<file path="src/rtl/noc_pkg.sv">
// Shared constants and types for the mesh router output arbiter.
package noc_pkg;

   localparam int FLIT_W = 32;

   localparam logic [1:0] FT_HEAD = 2'b10;
   localparam logic [1:0] FT_BODY = 2'b00;
   localparam logic [1:0] FT_TAIL = 2'b01;
   localparam logic [1:0] FT_HS   = 2'b11;

   localparam logic [2:0] DIR_N  = 3'd0;
   localparam logic [2:0] DIR_E  = 3'd1;
   localparam logic [2:0] DIR_S  = 3'd2;
   localparam logic [2:0] DIR_W  = 3'd3;
   localparam logic [2:0] DIR_PE = 3'd4;

   localparam int TYPE_HI  = 31;
   localparam int TYPE_LO  = 30;
   localparam int SRC_HI   = 29;
   localparam int SRC_LO   = 26;
   localparam int DST_X_HI = 25;
   localparam int DST_X_LO = 24;
   localparam int DST_Y_HI = 23;
   localparam int DST_Y_LO = 22;
   localparam int HS_RET   = 21;

   typedef enum logic {
      ST_IDLE   = 1'b0,
      ST_LOCKED = 1'b1
   } arb_state_t;

   // Increment that sticks at all-ones.
   function automatic logic [7:0] sat_inc8(input logic [7:0] v);
      return (v == 8'hFF) ? v : v + 8'd1;
   endfunction

endpackage

</file>
<file path="src/rtl/noc_rr_pick5.sv">
// Five-way round-robin picker: first request above ptr, wrapping modulo 5.
module noc_rr_pick5
   import noc_pkg::*;
(
   input  logic [4:0] req,
   input  logic [2:0] ptr,
   output logic [4:0] onehot,
   output logic [2:0] idx,
   output logic       any
);

   // Scan ptr+1, ptr+2, ... ptr+5 (mod 5) and keep the first hit.
   always_comb begin
      logic [3:0] sum;
      logic [2:0] cand;
      onehot = '0;
      idx    = '0;
      any    = 1'b0;
      sum    = '0;
      cand   = '0;
      for (int k = 1; k <= 5; k++) begin
         sum  = {1'b0, ptr} + 4'(k);
         cand = (sum >= 4'd5) ? 3'(sum - 4'd5) : sum[2:0];
         if (!any && req[cand]) begin
            onehot[cand] = 1'b1;
            idx          = cand;
            any          = 1'b1;
         end
      end
   end

endmodule

</file>
<file path="src/rtl/noc_output_arbiter.sv">
// Output-port wormhole arbiter and output flit register for one mesh direction.
//
// state     | meaning
// ST_IDLE   | no packet owns the port; headers and handshakes compete
// ST_LOCKED | a packet owns the port until its tail or a wait timeout
module noc_output_arbiter
   import noc_pkg::*;
#(
   parameter logic [2:0] OUT_DIR = 3'd1,
   parameter int         N_IN    = 5,
   parameter logic [7:0] TIMEOUT = 8'd255
) (
   input  logic                clk,
   input  logic                rst_n,
   input  logic [159:0]        flit_in,
   input  logic [14:0]         gate_in,
   input  logic [4:0]          valid_in,
   input  logic                out_ready,
   output logic [4:0]          grant,
   output logic [FLIT_W-1:0]   flit_out,
   output logic                valid_out,
   output logic                locked,
   output logic [7:0]          err_cnt
);

   arb_state_t        state;
   logic [2:0]        ptr;
   logic [2:0]        own_idx;
   logic [7:0]        wait_cnt;

   logic [FLIT_W-1:0] flits [5];
   logic [1:0]        ftype [5];
   logic [4:0]        req;
   logic [4:0]        cand;
   logic [4:0]        pick_oh;
   logic [2:0]        pick_idx;
   logic              pick_any;

   // Unpack the input bundle and qualify requests aimed at this port.
   always_comb begin
      req  = '0;
      cand = '0;
      for (int i = 0; i < 5; i++) begin
         flits[i] = '0;
         ftype[i] = FT_BODY;
      end
      for (int i = 0; i < N_IN; i++) begin
         flits[i] = flit_in[FLIT_W*i +: FLIT_W];
         ftype[i] = flits[i][TYPE_HI:TYPE_LO];
         req[i]   = valid_in[i] && (gate_in[3*i +: 3] == OUT_DIR);
         // Only headers and handshakes may open a new grant.
         cand[i]  = req[i] && ftype[i][1];
      end
   end

   noc_rr_pick5 u_pick (
      .req    (cand),
      .ptr    (ptr),
      .onehot (pick_oh),
      .idx    (pick_idx),
      .any    (pick_any)
   );

   // Arbitration FSM with registered grant, output link and error counter.
   always_ff @(posedge clk) begin
      if (!rst_n) begin
         state     <= ST_IDLE;
         ptr       <= 3'd4;
         own_idx   <= '0;
         wait_cnt  <= '0;
         grant     <= '0;
         flit_out  <= '0;
         valid_out <= 1'b0;
         locked    <= 1'b0;
         err_cnt   <= '0;
      end else if (out_ready) begin
         case (state)
            ST_IDLE: begin
               if (pick_any) begin
                  ptr       <= pick_idx;
                  flit_out  <= flits[pick_idx];
                  valid_out <= 1'b1;
                  grant     <= pick_oh;
                  if (ftype[pick_idx] == FT_HEAD) begin
                     state    <= ST_LOCKED;
                     own_idx  <= pick_idx;
                     wait_cnt <= '0;
                     locked   <= 1'b1;
                  end
               end else begin
                  valid_out <= 1'b0;
                  grant     <= '0;
                  if (|req) err_cnt <= sat_inc8(err_cnt);
               end
            end
            ST_LOCKED: begin
               if (req[own_idx]) begin
                  flit_out  <= flits[own_idx];
                  valid_out <= 1'b1;
                  wait_cnt  <= '0;
                  if (ftype[own_idx] == FT_TAIL) begin
                     state  <= ST_IDLE;
                     grant  <= '0;
                     locked <= 1'b0;
                  end
               end else begin
                  valid_out <= 1'b0;
                  if (wait_cnt == TIMEOUT - 8'd1) begin
                     state    <= ST_IDLE;
                     grant    <= '0;
                     locked   <= 1'b0;
                     wait_cnt <= '0;
                     err_cnt  <= sat_inc8(err_cnt);
                  end else begin
                     wait_cnt <= wait_cnt + 8'd1;
                  end
               end
            end
            default: state <= ST_IDLE;
         endcase
      end
   end

endmodule

</file>
<file path="config.mk">
export PLATFORM = sky130hd
export DESIGN_NAME = noc_output_arbiter
export DESIGN_NICKNAME = d
export VERILOG_FILES = /design/src/rtl/noc_pkg.sv /design/src/rtl/noc_rr_pick5.sv /design/src/rtl/noc_output_arbiter.sv
export SDC_FILE = /design/constraint.sdc
export NUM_CORES = 1
export LEC_CHECK = 0
export ABC_AREA = 1
export ABC_CLOCK_PERIOD_IN_PS = 3920
export CORE_ASPECT_RATIO = 2
export CORE_UTILIZATION = 43
export DETAILED_ROUTE_END_ITERATION = 16
export PLACE_DENSITY = 0.79
export SYNTH_ARGS = -nofsm -noshare
export SYNTH_HDL_FRONTEND = slang
export SYNTH_HIERARCHICAL = 1
export SYNTH_SLANG_ARGS = --single-unit
</file>
<file path="constraint.sdc">
create_clock -name clk -period 3.92 [get_ports clk]
set_input_delay 1.176 -clock clk [delete_from_list [all_inputs] [get_ports clk]]
set_output_delay 1.176 -clock clk [all_outputs]
set_load 0.005 [all_outputs]
</file>
# Word-level counts from Yosys, hierarchy flattened
# Index checks and enable logic that the tools add are counted.
dict set report classes {
  add_sub_neg 12
  n_mul 0
  div_mod_pow 0
  magnitude_cmp 18
  n_eq_ne 18
  n_shift 0
  n_mux 88
  n_bitwise 7
  reduce_logical 31
}
# operator count
set op_table {}
lappend op_table {{32-bit binary-select mux with 3-bit select} 2}
lappend op_table {{32-bit two-way mux} 6}
lappend op_table {{8-bit two-way mux} 9}
lappend op_table {{32-bit one-hot mux with 2 select lines} 1}
lappend op_table {{5-bit two-way mux} 9}
lappend op_table {{8-bit one-hot mux with 2 select lines} 2}
lappend op_table {{3-bit two-way mux} 10}
lappend op_table {{1-bit two-way mux} 28}
lappend op_table {{3-bit by 4-bit less-than comparator with 1-bit output (second input constant)} 6}
lappend op_table {{4-bit by 3-bit >= comparator with 1-bit output (second input constant)} 5}
lappend op_table {{5-bit OR} 4}
lappend op_table {{1-bit logical AND} 19}
lappend op_table {{1-bit binary-select mux with 3-bit select} 6}
lappend op_table {{8-bit by 1-bit adder with 8-bit output (second input constant)} 2}
lappend op_table {{8-bit equality test (second input constant)} 2}
lappend op_table {{1-bit demux with 3-bit select} 5}
lappend op_table {{3-bit by 1-bit equality test with 1-bit output (second input constant)} 5}
lappend op_table {{3-bit by 1-bit >= comparator with 1-bit output (second input constant)} 5}
lappend op_table {{3-bit subtractor (second input constant)} 5}
lappend op_table {{2-bit binary-select mux with 3-bit select} 2}
lappend op_table {{3-bit AND reduction} 4}
lappend op_table {{2-bit != test (second input constant)} 5}
lappend op_table {{5-bit one-hot mux with 2 select lines} 1}
lappend op_table {{5-bit AND reduction} 2}
lappend op_table {{16 further kinds} 29}
dict set report word_totals {
  register_bits 62
  latchBits 0
  ramBits 0
  romBits 0
  input_bits 183
  out_inout_bits 47
  word_cells 183
  n_memories 0
}

# Logic depth before layout (Yosys ltp)
dict set report logic_depth {
  depth_word 26
  ltp_mapped 30
  mapped_depth_nobuf 30
}

# By module
# The synthesis kept the hierarchy.
# mod instances cells_each area_each_um2
set by_module_without_submodules {}
lappend by_module_without_submodules {noc_output_arbiter 1 993 5626.6}
lappend by_module_without_submodules {noc_rr_pick5 1 237 1214.9}

# Worst setup path after synthesis
# No wires, ideal clock.
dict set report synth_path {
  kind {input -> register}
  start {input gate_in[10]}
  end {register wait_cnt[2]}
  t_arrival_ps 3649
  required_ps 3796
  slack_ps 148
  cell_stages 24
  path_buffers 2
  cell_sequence {nor2_1 -> nand2_1 -> nor2_1 -> inv_1 -> o21ai_0 -> nand3_1 -> nand3_4 -> nor2_2 -> nand2_1 -> o21ai_0 -> nor2_1 -> nand3_1 -> buf_2 -> nor2_1 -> nand3_1 -> nand2_1 -> nand2_1 -> nor2_1 -> nor2_1 -> nor2_1 -> buf_2 -> nand3_1 -> nand2_1 -> nor2_1}
}
dict set report synth_between {
  elab_chain_cells 25
  elab_cells_between_ends 43
}
# item line_no
set synth_lines {}
lappend synth_lines {{from (decl)} noc_output_arbiter.sv:16} ;# input logic [14:0] gate_in,
lappend synth_lines {{3-bit by 1-bit equality test with 1-bit output *} noc_output_arbiter.sv:50} ;# req[i] = valid_in[i] && (gate_in[3*i +: 3] == OUT_DIR);
lappend synth_lines {{1-bit logical AND *} noc_output_arbiter.sv:50}
lappend synth_lines {{1-bit logical AND *} noc_output_arbiter.sv:52} ;# cand[i] = req[i] && ftype[i][1];
lappend synth_lines {{via cand[3]} noc_output_arbiter.sv:34} ;# logic [4:0] cand;
lappend synth_lines {{1-bit binary-select mux with 3-bit select} noc_rr_pick5.sv:24} ;# if (!any && req[cand]) begin
lappend synth_lines {{1-bit two-way mux (not written as such)} noc_rr_pick5.sv:24}
lappend synth_lines {{1-bit two-way mux} noc_rr_pick5.sv:24}
lappend synth_lines {{1-bit logical NOT} noc_rr_pick5.sv:24}
lappend synth_lines {{[10 not listed]} -}
lappend synth_lines {{3-bit two-way mux *} noc_rr_pick5.sv:24}
lappend synth_lines {{via pick_idx[0]} noc_output_arbiter.sv:36} ;# logic [2:0] pick_idx;
lappend synth_lines {{3-bit inverter with 4-bit output (not written as such) *} noc_output_arbiter.sv:84} ;# if (ftype[pick_idx] == FT_HEAD) begin
lappend synth_lines {{2-bit binary-select mux with 3-bit select *} noc_output_arbiter.sv:84}
lappend synth_lines {{2-bit two-way mux (not written as such) * (2 in series)} noc_output_arbiter.sv:84}
lappend synth_lines {{2-bit equality test *} noc_output_arbiter.sv:84}
lappend synth_lines {{2-bit != test (no source line) *} -}
lappend synth_lines {{3-bit AND reduction (no source line) *} -}
lappend synth_lines {{to (signal assigned)} noc_output_arbiter.sv:115} ;# wait_cnt <= wait_cnt + 8'd1;
lappend synth_lines {{to (decl)} noc_output_arbiter.sv:29} ;# logic [7:0] wait_cnt;
# The timed path passes the listed nets; every way through them passes the cells marked *. The select of a mux whose other input is x is not followed.
# A chain may end at the register's enable or synchronous reset.

# Worst setup path in the final report
dict set report layout_path {
  start {input gate_in[1]}
  end {register locked}
}
dict set report layout_between {
  elab_chain_cells 25
  elab_cells_between_ends 45
}
# item line_no
set layout_lines {}
lappend layout_lines {{3-bit by 1-bit equality test with 1-bit output *} noc_output_arbiter.sv:50}
lappend layout_lines {{1-bit logical AND *} noc_output_arbiter.sv:50}
lappend layout_lines {{1-bit logical AND *} noc_output_arbiter.sv:52}
lappend layout_lines {{via cand[0]} noc_output_arbiter.sv:34}
lappend layout_lines {{1-bit binary-select mux with 3-bit select} noc_rr_pick5.sv:24}
lappend layout_lines {{1-bit two-way mux (not written as such)} noc_rr_pick5.sv:24}
lappend layout_lines {{1-bit two-way mux} noc_rr_pick5.sv:24}
lappend layout_lines {{1-bit logical NOT} noc_rr_pick5.sv:24}
lappend layout_lines {{[10 not listed]} -}
lappend layout_lines {{3-bit two-way mux *} noc_rr_pick5.sv:24}
lappend layout_lines {{via pick_idx[0]} noc_output_arbiter.sv:36}
lappend layout_lines {{3-bit inverter with 4-bit output (not written as such) *} noc_output_arbiter.sv:84}
lappend layout_lines {{2-bit binary-select mux with 3-bit select *} noc_output_arbiter.sv:84}
lappend layout_lines {{2-bit two-way mux (not written as such) * (2 in series)} noc_output_arbiter.sv:84}
lappend layout_lines {{2-bit equality test *} noc_output_arbiter.sv:84}
lappend layout_lines {{2-bit != test (no source line) *} -}
lappend layout_lines {{5-bit AND reduction (no source line) *} -}
lappend layout_lines {{to (signal assigned)} noc_output_arbiter.sv:88} ;# locked <= 1'b1;
lappend layout_lines {{to (signal assigned)} noc_output_arbiter.sv:104} ;# locked <= 1'b0;
lappend layout_lines {{to (signal assigned)} noc_output_arbiter.sv:111} ;# locked <= 1'b0;
lappend layout_lines {{to (decl)} noc_output_arbiter.sv:22} ;# output logic locked,
# Marks and branches as above.

==> impl_results.md <==
- Final wirelength: 35.4 mm
- Drc violations: 0
- Area grow syn2layout: 67.8%
- DIE AREA: 16400 µm²
- Vias in the first global route: 10279
- Slowest CP cell: nor2_2
- Worst slew pin tran: 0.739 ns
- IO buf count: 229
- DR vias/cell: 5.95
- Cell accounting for the most synthesized area: dfxtp_1
- Main area contributors after synthesis: dfxtp_1 18%, nand2_1 15%, o21ai_0 11%, a21oi_1 9.0%, nor2_1 8.6%
- Slowest stage delay, CP: 0.29 ns
- Reg2reg setup slack: 0.10 ns
- Multi-input gate area: 5310 µm²
- Max-slew headroom: 50.6%
- Critical Setup Path Class: in2reg
- Critical path arrival: 4.31 ns
- Post-synthesis net count: 1427
- IO Pins: 230
- Number of flops mapped to enable cells by yosys: 0
- DRT iter0 DRCs: 1003
- Worst Skew: 0.00989 ns
- Worst Path Required: 4.14 ns
- Die Ht: 180 µm
- Max-cap viol count: 0
- Detailed Routing Iterations Pass 1: 5
- Failing checks: negative setup slack
- Ys Warns: 6
- Worst setup EP type: register
- Layout cells sized above 1: 21.2%
- Worst-path clk slew: 0.06 ns
- Sequential Area: 1240 µm²
- # rows: 64
- H-Tree Level Count: 3
- Synth Cell Area: 6840 µm²
- Post-synth top cells: 282 x nand2_1, 156 x nor2_1, 154 x o21ai_0
- Final Max Slew Viols: 0
- Top cell by count, worst path: nand2_2
- First-pass GRT wire length: 52.4 mm
- #FFs+latches synth: 62
- CTS tree: built
- Max Freq: 245 MHz
- Crit share post-route: 104%
- PnR worst setup slack: -0.168 ns
- Core ar.: 15500 µm²
- Clock Latency Late Sink: 0.34 ns
- TritonCTS Sinks: 62
- Vias after detailed routing: 10589
- Post-synthesis cell type count: 44
- Yosys top cell area share: 18.1%
- Most used DFF post-synth: dfxtp_1
- Post-route ant nets: 0
- Initial antenna violation count: 3
- Hold slack: 0.468 ns
- Nets: 1772
- Outcome: complete, but fails checks
- Worst-path maximum fanout: 7
- Hold_buf cts: 0
- Wire per inst: 19.9 µm
- Top-count cell post-synth: nand2_1
- Initial Utilization: 44.3%
- Asr flop ratio synth: 0%
- Final Core Density: 74.3%
- Global route overflow: 0
- Setup slack at placement: -0.923 ns
- RD Place Congestion: 1.01
- Fillers: 1252
- Cells after synthesis: 1230
- All-layer global routing usage: 41.5%
- Final Hold Fails: 0
- Syn_area_per_cell: 5.56 µm²
- Die width: 91.2 µm
- Largest net degree at the start of global routing: 48
- Sequential cell area fraction in the yosys report: 18.1%
- Setup violations, final: 47
- Num CTS Buffers: 9
- Root buffer cell: clkbuf_16
- Minimum clock period: 4.09 ns
- CP Launch Type: input port
- Min-Delay Path Class: reg2reg
- Bufs on Longest Clock Path: 2
- Detailed Place HPWL: 24.0 mm
## what timing repair did
action / 4_1_cts / 5_1_grt
buffers inserted: 62 / 16
setup endpoints to repair: 45 / 59
resized for setup: 96 / 105
gates cloned: 1 / 0
pin swaps: 44 / 49
## worst paths after layout
kind / startpoint / endpoint / depth (start not counted)
setup / recovery: gate_in[1] / locked$_SDFFE_PN0P_ / 25
hold / removal: grant[1]$_SDFFE_PN0P_ / grant[1]$_SDFFE_PN0P_ / 2
setup reg to reg: ptr[0]$_SDFFE_PN0P_ / locked$_SDFFE_PN0P_ / 28
hold reg to reg: grant[1]$_SDFFE_PN0P_ / grant[1]$_SDFFE_PN0P_ / 2
## state kept, by name (all words and copies together), names as in the netlist
register	count
state	1
flit_out	32
err_cnt	8
grant	5
valid_out	1
wait_cnt	8
own_idx	3
ptr	3
locked	1
## worst max-delay path: cells and delay by family
kind,cells,cell delay (ns)
AND/OR/NAND/NOR,19,2.32
buffers and inverters,4,0.62
AO/OA/AOI/OAI,2,0.18
## area by class of cell
cell class,instances,share of cell area [%]
Inverter,117,3.95
Timing Repair inverter,1,0.0654
Clock inverter,6,0.818
Sequential cell,62,10.8
Clock buffer,10,2.08
Tap cell,198,2.16
Timing Repair Buffer,409,33.8
Multi-Input combinational cell,975,46.2
Antenna cell,3,0.0654
## per-layer routing
metal | wire, µm | part of all wire, % | up-vias | track usage [%]
met5 | 0 | 0 | - | 0.617
met3 | 3170 | 8.9 | 289 | 10.9
met1 | 10500 | 30 | 4746 | 36.9
met4 | 4590 | 13 | 0 | 44.3
li1 | - | - | 4804 | -
met2 | 17200 | 48 | 750 | 71.5
## placed cells by master (no fill, tap or decap), types with 3 or more instances in the layout
cell               n
nand2_1          247
clkdlybuf4s50_1  204
buf_4            156
o21ai_0          138
nor2_1           136
a21oi_1          118
inv_1             93
nand3_1           89
dfxtp_1           62
nand2_2           34
o211ai_1          21
dlymetal6s2s_1    21
inv_2             19
nor2_4            19
nand3_2           19
o221ai_1          16
a22oi_1           16
o21ai_1           15
nand4_1           12
o21a_1            12
ha_1              12
buf_6             12
buf_12            12
nand2_4            9
clkbuf_16          9
xor2_1             8
nand3_4            7
nor2_2             6
a21oi_2            5
nor3_1             4
a21boi_0           4
diode_2            3
clkinv_4           3
o21ai_2            3
clkinvlp_4         3
a31oi_1            3
o22ai_1            3
## stage by stage
step	TNS, ns	std cells	cell area, µm²
finish	-3.95	1781	11500
global route	-8.78	1781	11500
floorplan	0	1230	6840
global placement	-33.90	1688	9990
CTS	-0.225	1763	11000
detailed placement	-35.88	1688	9990
## logic make-up (layout without fill, tap and decap cells)
| group | Yosys count | after routing | synth area share [%] |
|---|---|---|---|
| XOR/XNOR | 11 | 11 | 1.52 |
| AND/OR/NAND/NOR | 590 | 590 | 36.9 |
| flip-flops | 62 | 62 | 18.1 |
| AO/OA/AOI/OAI | 360 | 360 | 29.4 |
| buffers and inverters | 193 | 543 | 11.4 |
| adder cells (fa/ha/maj) | 14 | 14 | 2.67 |
| other | 0 | 3 | 0 |
Power is not shown: default switching activity piles up to over one toggle a cycle in this logic, so the estimate is an artifact.
